`config.mk`:
```
export PLATFORM = sky130hd
export DESIGN_NAME = pipeline_hazard_ctrl
export DESIGN_NICKNAME = d
export VERILOG_FILES = /design/src/rtl/pipeline_hazard_ctrl.sv
export SDC_FILE = /design/constraint.sdc
export NUM_CORES = 1
export LEC_CHECK = 0
export BUFFER_PORTS_ARGS = -buffer_cell sky130_fd_sc_hd__buf_2
export CORE_ASPECT_RATIO = 0.9
export CORE_MARGIN = 2
export CORE_UTILIZATION = 58
export CTS_BUF_LIST = sky130_fd_sc_hd__clkbuf_4 sky130_fd_sc_hd__clkbuf_8
export CTS_CLUSTER_DIAMETER = 40
export DETAILED_ROUTE_END_ITERATION = 7
export PLACE_DENSITY = 0.88
export RECOVER_POWER = 25
export SLEW_MARGIN = 10
export SYNTH_ARGS = -nofsm -noshare
export SYNTH_HDL_FRONTEND = slang
export SYNTH_SLANG_ARGS = --single-unit
export TNS_END_PERCENT = 20
```
`constraint.sdc`:
```
create_clock -name CLK -period 4.4 [get_ports CLK]
set_input_delay 1.1 -clock CLK [delete_from_list [all_inputs] [get_ports CLK]]
set_output_delay 1.1 -clock CLK [all_outputs]
set_load 0.02 [all_outputs]
```
`src/rtl/pipeline_hazard_ctrl.sv`:
```
// ---------------------------------------------------------------------------
// pipeline_hazard_ctrl
//
// Hazard and halt controller for a classic five-stage pipeline. It decides,
// every cycle, which pipeline registers may load and which get squashed.
// It also sequences the halt instruction from MEM through a one-cycle drain
// into a halted state, and keeps two performance counters.
//
// Parameters
//   CNT_W          width of the performance counters
//
// Ports
//   CLK            sole clock, rising-edge
//   RST            asynchronous active-high reset
//   ihit           instruction fetch completed this cycle
//   dhit           data access completed this cycle
//   Rs_IF_ID       source register (rs) of the instruction in decode
//   Rt_IF_ID       source register (rt) of the instruction in decode
//   dREN_ID_EX     load instruction sitting in EX
//   Rt_ID_EX       destination register of that load
//   dREN_EX_MEM    data read in MEM
//   dWEN_EX_MEM    data write in MEM
//   branch_taken_EX    control-flow redirect resolved in EX
//   halt_EX_MEM    halt instruction in MEM
//   enable_*       pipeline register / PC load enables
//   flush_*        pipeline register squash controls
//   halt           CPU halted
//   cycle_cnt      cycles spent not halted (wraps)
//   stall_cnt      RUN cycles with the PC held (saturates)
//   state          FSM state: RUN=0, DRAIN=1, HALTED=2
// ---------------------------------------------------------------------------
module pipeline_hazard_ctrl #(
    parameter int CNT_W = 32
) (
    input  logic             CLK,
    input  logic             RST,
    input  logic             ihit,
    input  logic             dhit,
    input  logic [4:0]       Rs_IF_ID,
    input  logic [4:0]       Rt_IF_ID,
    input  logic             dREN_ID_EX,
    input  logic [4:0]       Rt_ID_EX,
    input  logic             dREN_EX_MEM,
    input  logic             dWEN_EX_MEM,
    input  logic             branch_taken_EX,
    input  logic             halt_EX_MEM,
    output logic             enable_PC,
    output logic             enable_IF_ID,
    output logic             flush_IF_ID,
    output logic             enable_ID_EX,
    output logic             flush_ID_EX,
    output logic             enable_EX_MEM,
    output logic             enable_MEM_WB,
    output logic             halt,
    output logic [CNT_W-1:0] cycle_cnt,
    output logic [CNT_W-1:0] stall_cnt,
    output logic [1:0]       state
);

    typedef enum logic [1:0] {
        RUN     = 2'd0,
        DRAIN   = 2'd1,
        HALTED  = 2'd2,
        ILLEGAL = 2'd3
    } state_t;

    state_t cur_state;
    state_t next_state;

    logic mem_op;
    logic mem_stall;
    logic load_use;

    assign state = cur_state;

    // A data access in MEM that has not completed freezes the whole pipe.
    // A load in EX whose destination feeds the decode instruction forces a
    // one-cycle bubble; loads to $0 never create a dependency.
    assign mem_op    = dREN_EX_MEM | dWEN_EX_MEM;
    assign mem_stall = mem_op & ~dhit;
    assign load_use  = dREN_ID_EX & (Rt_ID_EX != 5'd0) &
                       ((Rt_ID_EX == Rs_IF_ID) | (Rt_ID_EX == Rt_IF_ID));

    // Pipeline control decode. Checks are in priority order and the first
    // match wins. A taken branch outranks a load-use stall because the
    // instruction in decode is wrong-path and gets squashed anyway. The PC
    // loads the branch target even if the current fetch missed. The
    // unreachable encoding decodes like RUN so the pipe is never wedged.
    // Reset forces cur_state to RUN asynchronously, so the RUN decode
    // applies during reset without a separate term.
    always_comb begin
        enable_PC     = 1'b0;
        enable_IF_ID  = 1'b0;
        flush_IF_ID   = 1'b0;
        enable_ID_EX  = 1'b0;
        flush_ID_EX   = 1'b0;
        enable_EX_MEM = 1'b0;
        enable_MEM_WB = 1'b0;
        halt          = 1'b0;
        case (cur_state)
            HALTED: begin
                halt = 1'b1;
            end
            DRAIN: begin
                enable_MEM_WB = 1'b1;
            end
            default: begin
                if (mem_stall) begin
                    enable_PC = 1'b0;
                end else if (branch_taken_EX) begin
                    enable_PC     = 1'b1;
                    enable_IF_ID  = 1'b1;
                    flush_IF_ID   = 1'b1;
                    enable_ID_EX  = 1'b1;
                    flush_ID_EX   = 1'b1;
                    enable_EX_MEM = 1'b1;
                    enable_MEM_WB = 1'b1;
                end else if (load_use) begin
                    enable_ID_EX  = 1'b1;
                    flush_ID_EX   = 1'b1;
                    enable_EX_MEM = 1'b1;
                    enable_MEM_WB = 1'b1;
                end else if (!ihit) begin
                    enable_IF_ID  = 1'b1;
                    flush_IF_ID   = 1'b1;
                    enable_ID_EX  = 1'b1;
                    enable_EX_MEM = 1'b1;
                    enable_MEM_WB = 1'b1;
                end else begin
                    enable_PC     = 1'b1;
                    enable_IF_ID  = 1'b1;
                    enable_ID_EX  = 1'b1;
                    enable_EX_MEM = 1'b1;
                    enable_MEM_WB = 1'b1;
                end
            end
        endcase
    end

    // Halt sequencing. A halt in MEM may only leave RUN once its own memory
    // access (if any) is done. DRAIN gives the halt one cycle to retire
    // through MEM/WB, then the core parks in HALTED until reset.
    always_comb begin
        next_state = cur_state;
        case (cur_state)
            RUN:     next_state = (halt_EX_MEM && !mem_stall) ? DRAIN : RUN;
            DRAIN:   next_state = HALTED;
            HALTED:  next_state = HALTED;
            default: next_state = RUN;
        endcase
    end

    always_ff @(posedge CLK or posedge RST) begin
        if (RST) begin
            cur_state <= RUN;
        end else begin
            cur_state <= next_state;
        end
    end

    // Performance counters. cycle_cnt counts every non-halted cycle and wraps.
    // stall_cnt counts RUN cycles in which the PC was held. It sticks at
    // all-ones so a long run never reports a misleadingly small figure.
    always_ff @(posedge CLK or posedge RST) begin
        if (RST) begin
            cycle_cnt <= '0;
            stall_cnt <= '0;
        end else begin
            if (cur_state != HALTED) begin
                cycle_cnt <= cycle_cnt + CNT_W'(1);
            end
            if ((cur_state == RUN) && !enable_PC && (stall_cnt != {CNT_W{1'b1}})) begin
                stall_cnt <= stall_cnt + CNT_W'(1);
            end
        end
    end

endmodule

```
Yosys cells after proc, flatten, opt, wreduce, memory -nomap -nowiden:

Cells that the tools add are included.

* bits in read-only memories: 0
* latch bits: 0
* output and inout port bits: 74
* register bits: 66
* RAM bits: 0
* memories kept: 0

* divide/modulo/power cells: 0
* mux-type cells: 24
* bitwise operators: 6
* multiply operators: 0
* add/subtract/negate cells: 2
* shifts and indexed selects: 0
* equality and inequality tests: 6
* order comparisons: 0
* reductions and logical operators: 8

Operators by type and width (count)
* adder 32 x 1 -> 32 bit (second input constant): 2
* != test 32 bit (second input constant): 1
* two-way mux 1 bit: 22
* == test 5 bit: 2
* nonzero test 5 bit: 1
* one-hot mux 2 bit (2 select lines): 1
* bitwise AND 1 bit: 3
* logical AND 1 bit: 3
* == test 2 x 1 -> 1 bit (second input constant): 1
* == test 2 bit (second input constant): 1
* zero test 1 bit: 2
* zero test 2 bit: 1
* != test 2 bit (second input constant): 1
* OR 1 bit: 2
* one-hot mux 1 bit (2 select lines): 1
* OR reduction 2 bit: 1
* NOT 1 bit: 1

Depth between registers and ports, before layout:

Gate-level depths: netlist of run 1.

* depth in word-level cells: 10
* depth in mapped cells: 9
* gate-level depth less buffers: 8

Worst setup path before layout of run 1:

No wires, ideal clock.

* path kind: input -> output
* start point: input dWEN_EX_MEM
* end point: output flush_IF_ID
* data arrival time: 2.439 ns
* setup slack: 0.861 ns
* required time: 3.300 ns
* buffers on the path: 0
* cell stages on the path: 4
* cells stage by stage: o21ba_2 -> nor2_1 -> o21ai_0 -> a21oi_1

* longest elaborated chain between the ends: 4

Ends and longest elaborated chain
* start: declaration: RTL line 44 `input logic dWEN_EX_MEM,`
* OR 1 bit: RTL line 79 `assign mem_op = dREN_EX_MEM | dWEN_EX_MEM;`
* bitwise AND 1 bit: RTL line 80 `assign mem_stall = mem_op & ~dhit;`
* two-way mux 1 bit: RTL line 108 `if (mem_stall) begin`
* two-way mux 1 bit: RTL line 100 `case (cur_state)`
* end: declaration: RTL line 49 `output logic flush_IF_ID,`

No other way between the ends.

Worst setup path in the final report of run 1:

* start point: input Rt_ID_EX[1]
* end point: output flush_IF_ID

* longest elaborated chain between the ends: 7

Ends and longest elaborated chain
* start: declaration: RTL line 42 `input logic [4:0] Rt_ID_EX,`
* == test 5 bit or nonzero test 5 bit (tied branches): RTL line 82, 81
* OR 1 bit or bitwise AND 1 bit (tied branches): RTL line 82, 81
* bitwise AND 1 bit (*): RTL line 81 `assign load_use = dREN_ID_EX & (Rt_ID_EX != 5'd0) &`
* two-way mux 1 bit (*): RTL line 118 `end else if (load_use) begin`
* two-way mux 1 bit (*): RTL line 110 `end else if (branch_taken_EX) begin`
* two-way mux 1 bit (*): RTL line 108
* two-way mux 1 bit (*): RTL line 100

Mark *: on every way between the ends. The rest lies on a longest branch, timed or not.

==> results of run 1 <==
==> Yosys cell counts, types with 4 or more instances <==
| master | number |
|---|---|
| dfrtp_1 | 66 |
| xor2_1 | 37 |
| xnor2_1 | 35 |
| nand3_1 | 24 |
| nand2_1 | 22 |
| nand4_1 | 20 |
| nor3_1 | 17 |
| and3_1 | 13 |
| nor2_1 | 13 |
| inv_1 | 9 |
| nor4_1 | 9 |
| ha_1 | 5 |
| and4_1 | 4 |
| buf_2 | 4 |
| clkbuf_1 | 4 |
==> worst register-to-register path: stages (launching register included) <==
cell	delay [ps]
dfrtp_1	370
inv_1	80
ha_1	360
nor2_1	380
nand3b_2	400
nand3b_4	250
or2_4	160
mux2_4	290
==> worst min path at each step <==
stage,startpoint,to,slack (ps),cells past startpoint
global placement,cycle_cnt[31],cycle_cnt[31],450,1
detailed placement,stall_cnt[15],stall_cnt[15],480,1
CTS,stall_cnt[15],stall_cnt[15],490,1
finish,cycle_cnt[31],cycle_cnt[31],480,1
global route,stall_cnt[15],stall_cnt[15],510,1
floorplan,cycle_cnt[31],cycle_cnt[31],580,1
==> kinds of logic (layout without fill, tap and decap cells) <==
kind of cell | after synthesis | in the layout | synth area share (%)
DFF | 66 | 66 | 48.09
buffers and inverters | 21 | 124 | 3.206
and+or+nand+nor | 145 | 145 | 25.87
AOI/OAI and AO/OA | 9 | 9 | 1.894
adders and majority gates | 5 | 5 | 1.821
muxes | 2 | 2 | 0.7649
xor gates and xnor gates | 72 | 72 | 18.36
==> cell type report <==
class                      count  area (µm²)  area share, %
multi-input combinational    233        1679          40.00
tap                           70       87.58          2.086
clock buffer                  10       131.4          3.130
sequential                    66        1652          39.34
inverter                       9       33.78         0.8048
clock inverter                 6       113.9          2.712
timing repair buffer          99       500.5          11.92
==> layer usage <==
metal / vias to the layer above / global-route usage [%] / part of all wire, % / wire (µm)
met5: - / 0 / 0 / 0
met4: 0 / 8.254 / 1.1 / 88
met3: 8 / 6.351 / 5.3 / 419
met2: 95 / 42.97 / 51 / 4035
met1: 1352 / 31.66 / 43 / 3370
li1: 1318 / - / - / -
==> power groups by stage <==
stage / registers (mW) / logic [mW] / clock network (mW)
after floorplan: 0.860 / 0.361 / 0
after global placement: 0.778 / 0.611 / 0
after detailed placement: 0.786 / 0.636 / 0
after CTS: 0.774 / 0.644 / 0.649
after global routing: 0.789 / 0.686 / 0.673
final: 0.777 / 0.640 / 0.635
==> registers in the layout (all words and copies together) (netlist names) <==
register,count
cycle_cnt,32
stall_cnt,32
state,2
==> results.ini, run 1 <==
[final_layout]
nFillCells = 401
mostFrequentLayoutCell = buf_2
finalNonFillerCells = 493
final_cell_mix = 97 x buf_2, 66 x dfrtp_1, 37 x xor2_1
fin_util_pct = 73.74
area_growth_syn_to_layout_pct = 22.22
drive_gt1_share_pct = 31.91
nNetsFinal = 447
design_area_mm2 = 0.004198
n_antenna_cell = 0

[worst_setup_path]
rr_worst_depth = 7
cp.arrival_ps = 2560
critPathTopFamily = compound AO/OA/AOI/OAI gates
crit_top_cell = buf_2
critPathKind = input port to primary output
critPathLaunchType = input port
cp.depth = 6
cp-startpoint = Rt_ID_EX[1]
cp_max_fo = 3
cpPeakStageDelay_ps = 560
crit_path_cell_trace = buf_2, or4_1, o211ai_1, o21ai_0, a21oi_1, buf_2
reg2reg_from = state[0]
cp_num_buf_inv = 2
timing.rr.end = stall_cnt[1]
crit_end = flush_IF_ID
worstPathRequired_ps = 3300
crit_slowest_cell = or4_1
end_kind = primary output
rrSetupSlack_ps = 2010

[timing]
hold_slack_ps = 482.8
fin_crit_sh_pct = 83.27
setup_viol = 0
worst_pin_slew_ps = 1272
slew_violations = 0
finalClockSkew_ps = 8.907
fmax_ghz = 0.2729
min_period_ps = 3664
rsz0062_at_grt = false
hold_violations = 0
setup_tns_ps = 0
slew_headroom_pct = 15.09
setup_ws_ps = 736.1

[clocking]
ctsHoldBuffers = 0
cts.sinks = 66
clkTransAtPathRegs_ps = 70
numCtsBuffers = 9
h-tree-depth = 3
post_cts_buffers = 0
cts.path.max_buffers = 2
clock_latency_ps = 350
ctsRootBufferMaster = clkbuf_8
tritoncts = done
cts.repair.resized = 0

[power_and_ir_drop]
p_comb_share_pct = 31.2
power.internal_mw = 1.295
sw_frac_of_total_pct = 36.90
p_clk_share_pct = 31.0
pwr-share-seq_pct = 37.9
power.switching_mw = 0.7571
ir_drop_v = 0.0004201
total_power_mw = 2.052
power_density_mw_per_mm2 = 488.7
p_leak_nw = 2.223

[synth]
synth-edff-count = 0
synth-seq-cells = 66
synth_cells = 320
synth_top_flop_cell = dfrtp_1
post_synth_instance_area_mm2 = 0.003435
netlist-cell-type-count = 45
syn_nets = 349
seq_area_frac_synth_pct = 48.09
async_flop_share_pct = 100.0
netlist.area_leader.share_pct = 48.09
synth_largest_area_cell = dfrtp_1
avgSynthCellArea_um2 = 10.73
yosys_warnings = 0
synthTopCellsByArea = dfrtp_1 48%, xor2_1 9.4%, xnor2_1 8.9%

[floorplan]
core_mm2 = 0.005693
die-area_mm2 = 0.006554
die_h_um = 77.01
num_rows = 26
pin_count = 98
start_util_pct = 60.33
die_w_um = 85.12

[placement]
dpl_cell_area_mm2 = 0.003953
gp_congestion = 0.8381
dp_slack_ps = 742.2
dp_cells = 477
hpwlAfterDp_um = 5587
io_buffers = 97

[global_routing]
grt_pass1_vias = 2710
grt_first_pass_wirelength_um = 13250
grtUsageTotal_pct = 25.34
grt_max_degree = 36
antenna_found_initial = 0
grt_overflow = 0

[route]
antenna_left = 0
wire_per_inst_um = 16.05
drt_iter0_drc = 103
drc = 0
vias = 2773
vias_per_cell = 5.625
routed_wl_um = 7913
firstDrtPassIters = 4

[status]
status = completed

[min_path]
hold_class = register to register

[job]
maxCapViolCount = 0

Note: power is estimated with default switching activity, not from simulation.
==> run 2, diff against run 1 <==
--- a/config.mk
+++ b/config.mk
@@ -8,11 +8,11 @@
 export BUFFER_PORTS_ARGS = -buffer_cell sky130_fd_sc_hd__buf_2
 export CORE_ASPECT_RATIO = 0.9
 export CORE_MARGIN = 2
-export CORE_UTILIZATION = 58
+export CORE_UTILIZATION = 54
 export CTS_BUF_LIST = sky130_fd_sc_hd__clkbuf_4 sky130_fd_sc_hd__clkbuf_8
 export CTS_CLUSTER_DIAMETER = 40
 export DETAILED_ROUTE_END_ITERATION = 7
-export PLACE_DENSITY = 0.88
+export PLACE_DENSITY = 0.82
 export RECOVER_POWER = 25
 export SLEW_MARGIN = 10
 export SYNTH_ARGS = -nofsm -noshare
==> constraint.sdc (replaced) <==
create_clock -name CLK -period 3.7 [get_ports CLK]
set_input_delay 0.925 -clock CLK [delete_from_list [all_inputs] [get_ports CLK]]
set_output_delay 0.925 -clock CLK [all_outputs]
set_load 0.02 [all_outputs]
==> run 2 against run 1 <==
Compared with the run above: register-to-register slack got worse by 670 ps; core utilization is 4.9 points lower; clock power grew 18%; worst setup slack worse by 240 ps; non-clock buffer count is 2 higher; global-route usage fell by 2.9 points; sequential power grew 18%; combinational power up 18%; clock skew up 3.9 ps; cell area up 0.86%; critical path depth stayed put; largest cell class unchanged.
==> results.ini, run 2 (synthesis results as in run 1) <==
[min_path]
hold_class = register to register
hold_depth = 1  ; unchanged

[timing]
fin_crit_sh_pct = 86.54
worst_pin_slew_ps = 1200  ; -72.07 ps
setup_viol = 0  ; unchanged
hold_violations = 0  ; unchanged
slew_violations = 0  ; unchanged
fmax_ghz = 0.3123
setup_ws_ps = 498.2  ; -237.9 ps
rsz0062_at_grt = false
slew_headroom_pct = 19.90  ; +4.8 points
setup_tns_ps = 0  ; unchanged
min_period_ps = 3202
finalClockSkew_ps = 12.76  ; +3.852 ps

[final_layout]
mostFrequentLayoutCell = buf_2
multi_input_area_mm2 = 0.001679  ; unchanged
n_antenna_cell = 0  ; unchanged
nFillCells = 490  ; +22%
final_cell_mix = 97 x buf_2, 66 x dfrtp_1, 37 x xor2_1
nNetsFinal = 449  ; +0.45%
area_growth_syn_to_layout_pct = 23.28
drive_gt1_share_pct = 32.00  ; +0.085 points
design_area_mm2 = 0.004234  ; +0.86%
regArea_mm2 = 0.001652  ; unchanged

[global_routing]
grt_pass1_vias = 2608  ; -3.8%
grt_first_pass_wirelength_um = 12330  ; -7.0%
grtUsageTotal_pct = 22.47  ; -2.9 points
antenna_found_initial = 0  ; unchanged
grt_overflow = 0  ; unchanged
grt_max_degree = 35  ; -2.8%

[floorplan]
num_rows = 27  ; +3.8%
die_h_um = 79.66  ; +3.4%
start_util_pct = 55.86  ; -4.5 points
pin_count = 98  ; unchanged
die-area_mm2 = 0.007015  ; +7.0%
die_w_um = 88.07  ; +3.5%
core_mm2 = 0.006148  ; +8.0%

[power_and_ir_drop]
sw_frac_of_total_pct = 35.94  ; -0.96 points
total_power_mw = 2.420  ; +18%
pwr-share-seq_pct = 38.0  ; about the same
p_clk_share_pct = 30.9  ; about the same
p_comb_share_pct = 31.1  ; about the same
ir_drop_v = 0.0004342  ; +3.4%
power_density_mw_per_mm2 = 571.6  ; +17%
p_leak_nw = 2.230  ; +0.32%
power.internal_mw = 1.550  ; +20%
power.switching_mw = 0.8699  ; +15%

[clocking]
tritoncts = done
cts.path.max_buffers = 2  ; unchanged
numCtsBuffers = 9  ; unchanged
cts.sinks = 66  ; unchanged
clkTransAtPathRegs_ps = 70  ; about the same
cts.repair.resized = 0  ; unchanged
ctsHoldBuffers = 0  ; unchanged
h-tree-depth = 3  ; unchanged
post_cts_buffers = 0  ; unchanged
ctsRootBufferMaster = clkbuf_8
clock_latency_ps = 330  ; -20 ps

[worst_setup_path]
critPathLaunchType = input port
critPathKind = input port to primary output
cp_max_fo = 3  ; unchanged
rr_worst_depth = 7  ; unchanged
worstPathRequired_ps = 2770  ; -530 ps
cp.arrival_ps = 2280  ; -280 ps
end_kind = primary output

[placement]
hpwlAfterDp_um = 5376  ; -3.8%
gp_congestion = 0.8184  ; -2.4%
dp_slack_ps = 490.5  ; -251.7 ps
io_buffers = 97  ; unchanged
dpl_cell_area_mm2 = 0.003989  ; +0.92%

[job]
maxCapViolCount = 0  ; unchanged

[route]
antenna_left = 0  ; unchanged
vias = 2726  ; -1.7%
drc = 0  ; unchanged
drt_iter0_drc = 128  ; +24%
vias_per_cell = 5.324  ; -5.3%
firstDrtPassIters = 5  ; +1
routed_wl_um = 7282  ; -8.0%
wire_per_inst_um = 14.22  ; -11%

[status]
status = completed

==> run 2: final cells by class <==
class | instances | share of cell area, %
clock inverter | 6 | 2.689
sequential | 66 | 39.01
tap | 87 | 2.571
clock buffer | 10 | 3.251
multi-input combinational | 233 | 39.66
timing repair buffer | 101 | 12.03
inverter | 9 | 0.7979
==> run 2: worst paths after layout <==
path                                from            end  slack [ps]
setup / recovery             Rt_ID_EX[1]    flush_IF_ID         500
hold / removal             cycle_cnt[31]  cycle_cnt[31]         460
setup reg to reg                state[0]  stall_cnt[11]        1340
hold reg to reg            cycle_cnt[31]  cycle_cnt[31]         460
max in group asynchronous            RST       state[1]        1340
min in group asynchronous            RST  cycle_cnt[15]         900
==> run 2: metal layers <==
layer	track usage [%]	wire (µm)
met1	31.52	3324
met2	34.47	3449
met3	6.412	444
met4	5.758	64
met5	0	0
==> run 2: critical path: stages <==
cell,delay (ps)
buf_2,120
or4_1,530
o211ai_1,200
o21ai_0,160
a21oi_1,160
buf_2,180
==> run 2: through the flow <==
stage	cells	util [%]	hold WS [ps]
4_1_cts	512	68.97	465.9
6_report	512	68.86	460.1
3_3_place_gp	496	64.88	450.6
2_1_floorplan	320	-	577.7
3_5_place_dp	496	64.88	452.4
5_1_grt	512	68.86	489.7
==> run 2: power by group through the flow <==
stage,logic [mW],clock network [mW],registers (mW)
after floorplan,0.430,0,1.02
after global placement,0.743,0,0.927
after detailed placement,0.760,0,0.934
after CTS,0.764,0.762,0.920
after global routing,0.814,0.799,0.938
final,0.753,0.748,0.920
==> run 3, diff against run 2 <==
--- a/config.mk
+++ b/config.mk
@@ -7,12 +7,10 @@
 export LEC_CHECK = 0
 export BUFFER_PORTS_ARGS = -buffer_cell sky130_fd_sc_hd__buf_2
 export CORE_ASPECT_RATIO = 0.9
-export CORE_MARGIN = 2
-export CORE_UTILIZATION = 54
+export CORE_UTILIZATION = 25
 export CTS_BUF_LIST = sky130_fd_sc_hd__clkbuf_4 sky130_fd_sc_hd__clkbuf_8
 export CTS_CLUSTER_DIAMETER = 40
 export DETAILED_ROUTE_END_ITERATION = 7
-export PLACE_DENSITY = 0.82
 export RECOVER_POWER = 25
 export SLEW_MARGIN = 10
 export SYNTH_ARGS = -nofsm -noshare
==> run 3 against run 2 <==
Compared with the run above: the flow now finishes with violations (DRC); worst setup slack got worse by 55 ps; clock-buffer cell count increased by 4; cell area increased by 1.5%; via count increased by 1.4%.
==> results.ini, run 3 (synthesis results as in run 1) <==
[status]
status = finished with violations
violations = DRC

[placement]
io_buffers = 97  ; unchanged
hpwlAfterDp_um = 6035  ; +12%
dpl_cell_area_mm2 = 0.004103  ; +2.9%
dp_cells = 577  ; +16%
gp_congestion = 0.9189  ; +12%

[clocking]
tritoncts = done
clkTransAtPathRegs_ps = 70  ; about the same
clock_latency_ps = 340  ; about the same
ctsHoldBuffers = 0  ; unchanged
cts.path.max_buffers = 2  ; unchanged
cts.sinks = 66  ; unchanged
h-tree-depth = 3  ; unchanged
ctsRootBufferMaster = clkbuf_8
numCtsBuffers = 9  ; unchanged
cts.repair.resized = 0  ; unchanged
post_cts_buffers = 0  ; unchanged

[floorplan]
pin_count = 98  ; unchanged
die-area_mm2 = 0.01421  ; +100%
start_util_pct = 25.70  ; -30 points
die_h_um = 113.2  ; +42%
core_mm2 = 0.01336  ; +120%
num_rows = 40  ; +48%
die_w_um = 125.6  ; +43%

[final_layout]
nNetsFinal = 449  ; unchanged
finalNonFillerCells = 593  ; +16%
design_area_mm2 = 0.004297  ; +1.5%
area_growth_syn_to_layout_pct = 25.10
final_cell_mix = 97 x buf_2, 66 x dfrtp_1, 37 x xor2_1
mostFrequentLayoutCell = buf_2
drive_gt1_share_pct = 32.24  ; +0.24 points
n_antenna_cell = 0  ; unchanged
nFillCells = 1394  ; +180%
fin_util_pct = 32.15  ; -37 points

[global_routing]
grt_max_degree = 35  ; unchanged
antenna_found_initial = 0  ; unchanged
grt_first_pass_wirelength_um = 13810  ; +12%
grt_pass1_vias = 2737  ; +4.9%
grt_overflow = 0  ; unchanged
grtUsageTotal_pct = 12.25  ; -10 points

[route]
wire_per_inst_um = 13.89  ; -2.3%
vias = 2763  ; +1.4%
drt_iter0_drc = 160  ; +25%
antenna_left = 0  ; unchanged
vias_per_cell = 4.659  ; -12%
firstDrtPassIters = 7  ; +2
routed_wl_um = 8236  ; +13%
drc = 8  ; +8

[power_and_ir_drop]
ir_drop_v = 0.0001808  ; -58%
power_density_mw_per_mm2 = 541.3  ; -5.3%
p_leak_nw = 2.226  ; -0.18%

[worst_setup_path]
worstPathRequired_ps = 2770  ; about the same
crit_top_cell = buf_2
critPathLaunchType = input port
end_kind = primary output
cp_max_fo = 3  ; unchanged
cp_num_buf_inv = 2  ; unchanged
critPathTopFamily = simple AND/OR/NAND/NOR gates
crit_path_cell_trace = buf_2, or4_1, o211ai_1, o21ai_0, a21oi_1, buf_2
cpPeakStageDelay_ps = 560  ; +30 ps
critPathKind = input port to primary output
rr_worst_depth = 8  ; +1
crit_slowest_cell = or4_1
cp.depth = 6  ; unchanged
cp.arrival_ps = 2330  ; +50 ps

[min_path]
hold_depth = 1  ; unchanged
hold_class = register to register

[timing]
fmax_ghz = 0.3071  ; -1.7%
worst_pin_slew_ps = 1280  ; +79.68 ps
setup_tns_ps = 0  ; unchanged
slew_headroom_pct = 14.58  ; -5.3 points
hold_violations = 0  ; unchanged
finalClockSkew_ps = 6.561  ; -6.198 ps
setup_viol = 0  ; unchanged
slew_violations = 0  ; unchanged
rsz0062_at_grt = false
min_period_ps = 3257  ; +54.70 ps
fin_crit_sh_pct = 88.01  ; +1.5 points

[job]
maxCapViolCount = 0  ; unchanged

-- run 3: changes by cell type in the layout (fill, tap and decap cells not counted), sizes merged --
| cell | before | now |
|---|---|---|
| buf | 99 | 100 |
| bufinv | 3 | 1 |
| clkbuf | 12 | 15 |
| clkinvlp | 2 | 0 |
-- run 3: area by class of cell --
type	count	area, µm²	area share [%]
Tap cell	168	210.2	4.892
Timing Repair Buffer	101	513.0	11.94
Multi-Input combinational cell	233	1679	39.08
Clock inverter	2	35.03	0.8154
Inverter	9	33.78	0.7863
Sequential cell	66	1652	38.44
Clock buffer	14	173.9	4.048
-- run 3: worst register-to-register path: stages, from the launching register on --
cell	delay [ps]
dfrtp_1	370
inv_1	70
ha_1	300
and4b_1	370
and3_1	300
nand2_1	140
nor2_1	300
nand3_1	150
xnor2_1	150
-- run 3: routing by layer --
layer | track usage (%) | vias to the layer above | part of all wire, % | routed length [µm]
met5 | 0 | - | 0 | 0
met4 | 5.122 | 0 | 2.0 | 163
met3 | 3.972 | 19 | 6.0 | 494
met2 | 18.52 | 96 | 45 | 3696
met1 | 16.06 | 1315 | 47 | 3882
li1 | - | 1333 | - | -
-- run 3: path summary, 6_finish.rpt --
path	startpoint	slack, ps	endpoint
min in group asynchronous	RST	930	cycle_cnt[11]
max in group asynchronous	RST	1270	stall_cnt[26]
worst max register to register	state[0]	1450	cycle_cnt[27]
worst min register to register	cycle_cnt[31]	460	cycle_cnt[31]
worst min-delay path	cycle_cnt[31]	460	cycle_cnt[31]
worst max-delay path	Rt_ID_EX[1]	440	flush_IF_ID
-- run 3: metrics by stage --
stage | hold WS (ps) | total power, mW | setup WS, ps
6_report | 462.8 | 2.326 | 443.5
5_1_grt | 489.1 | 2.461 | 339.6
4_1_cts | 470.4 | 2.365 | 460.3
3_5_place_dp | 458.0 | 1.712 | 471.4
3_3_place_gp | 451.4 | 1.693 | 515.2
2_1_floorplan | 577.7 | 1.453 | 511.3
-- run 3: power by group --
group	internal, mW	switching (mW)
logic	0.280	0.487
registers	0.813	0.108
clock network	0.370	0.267
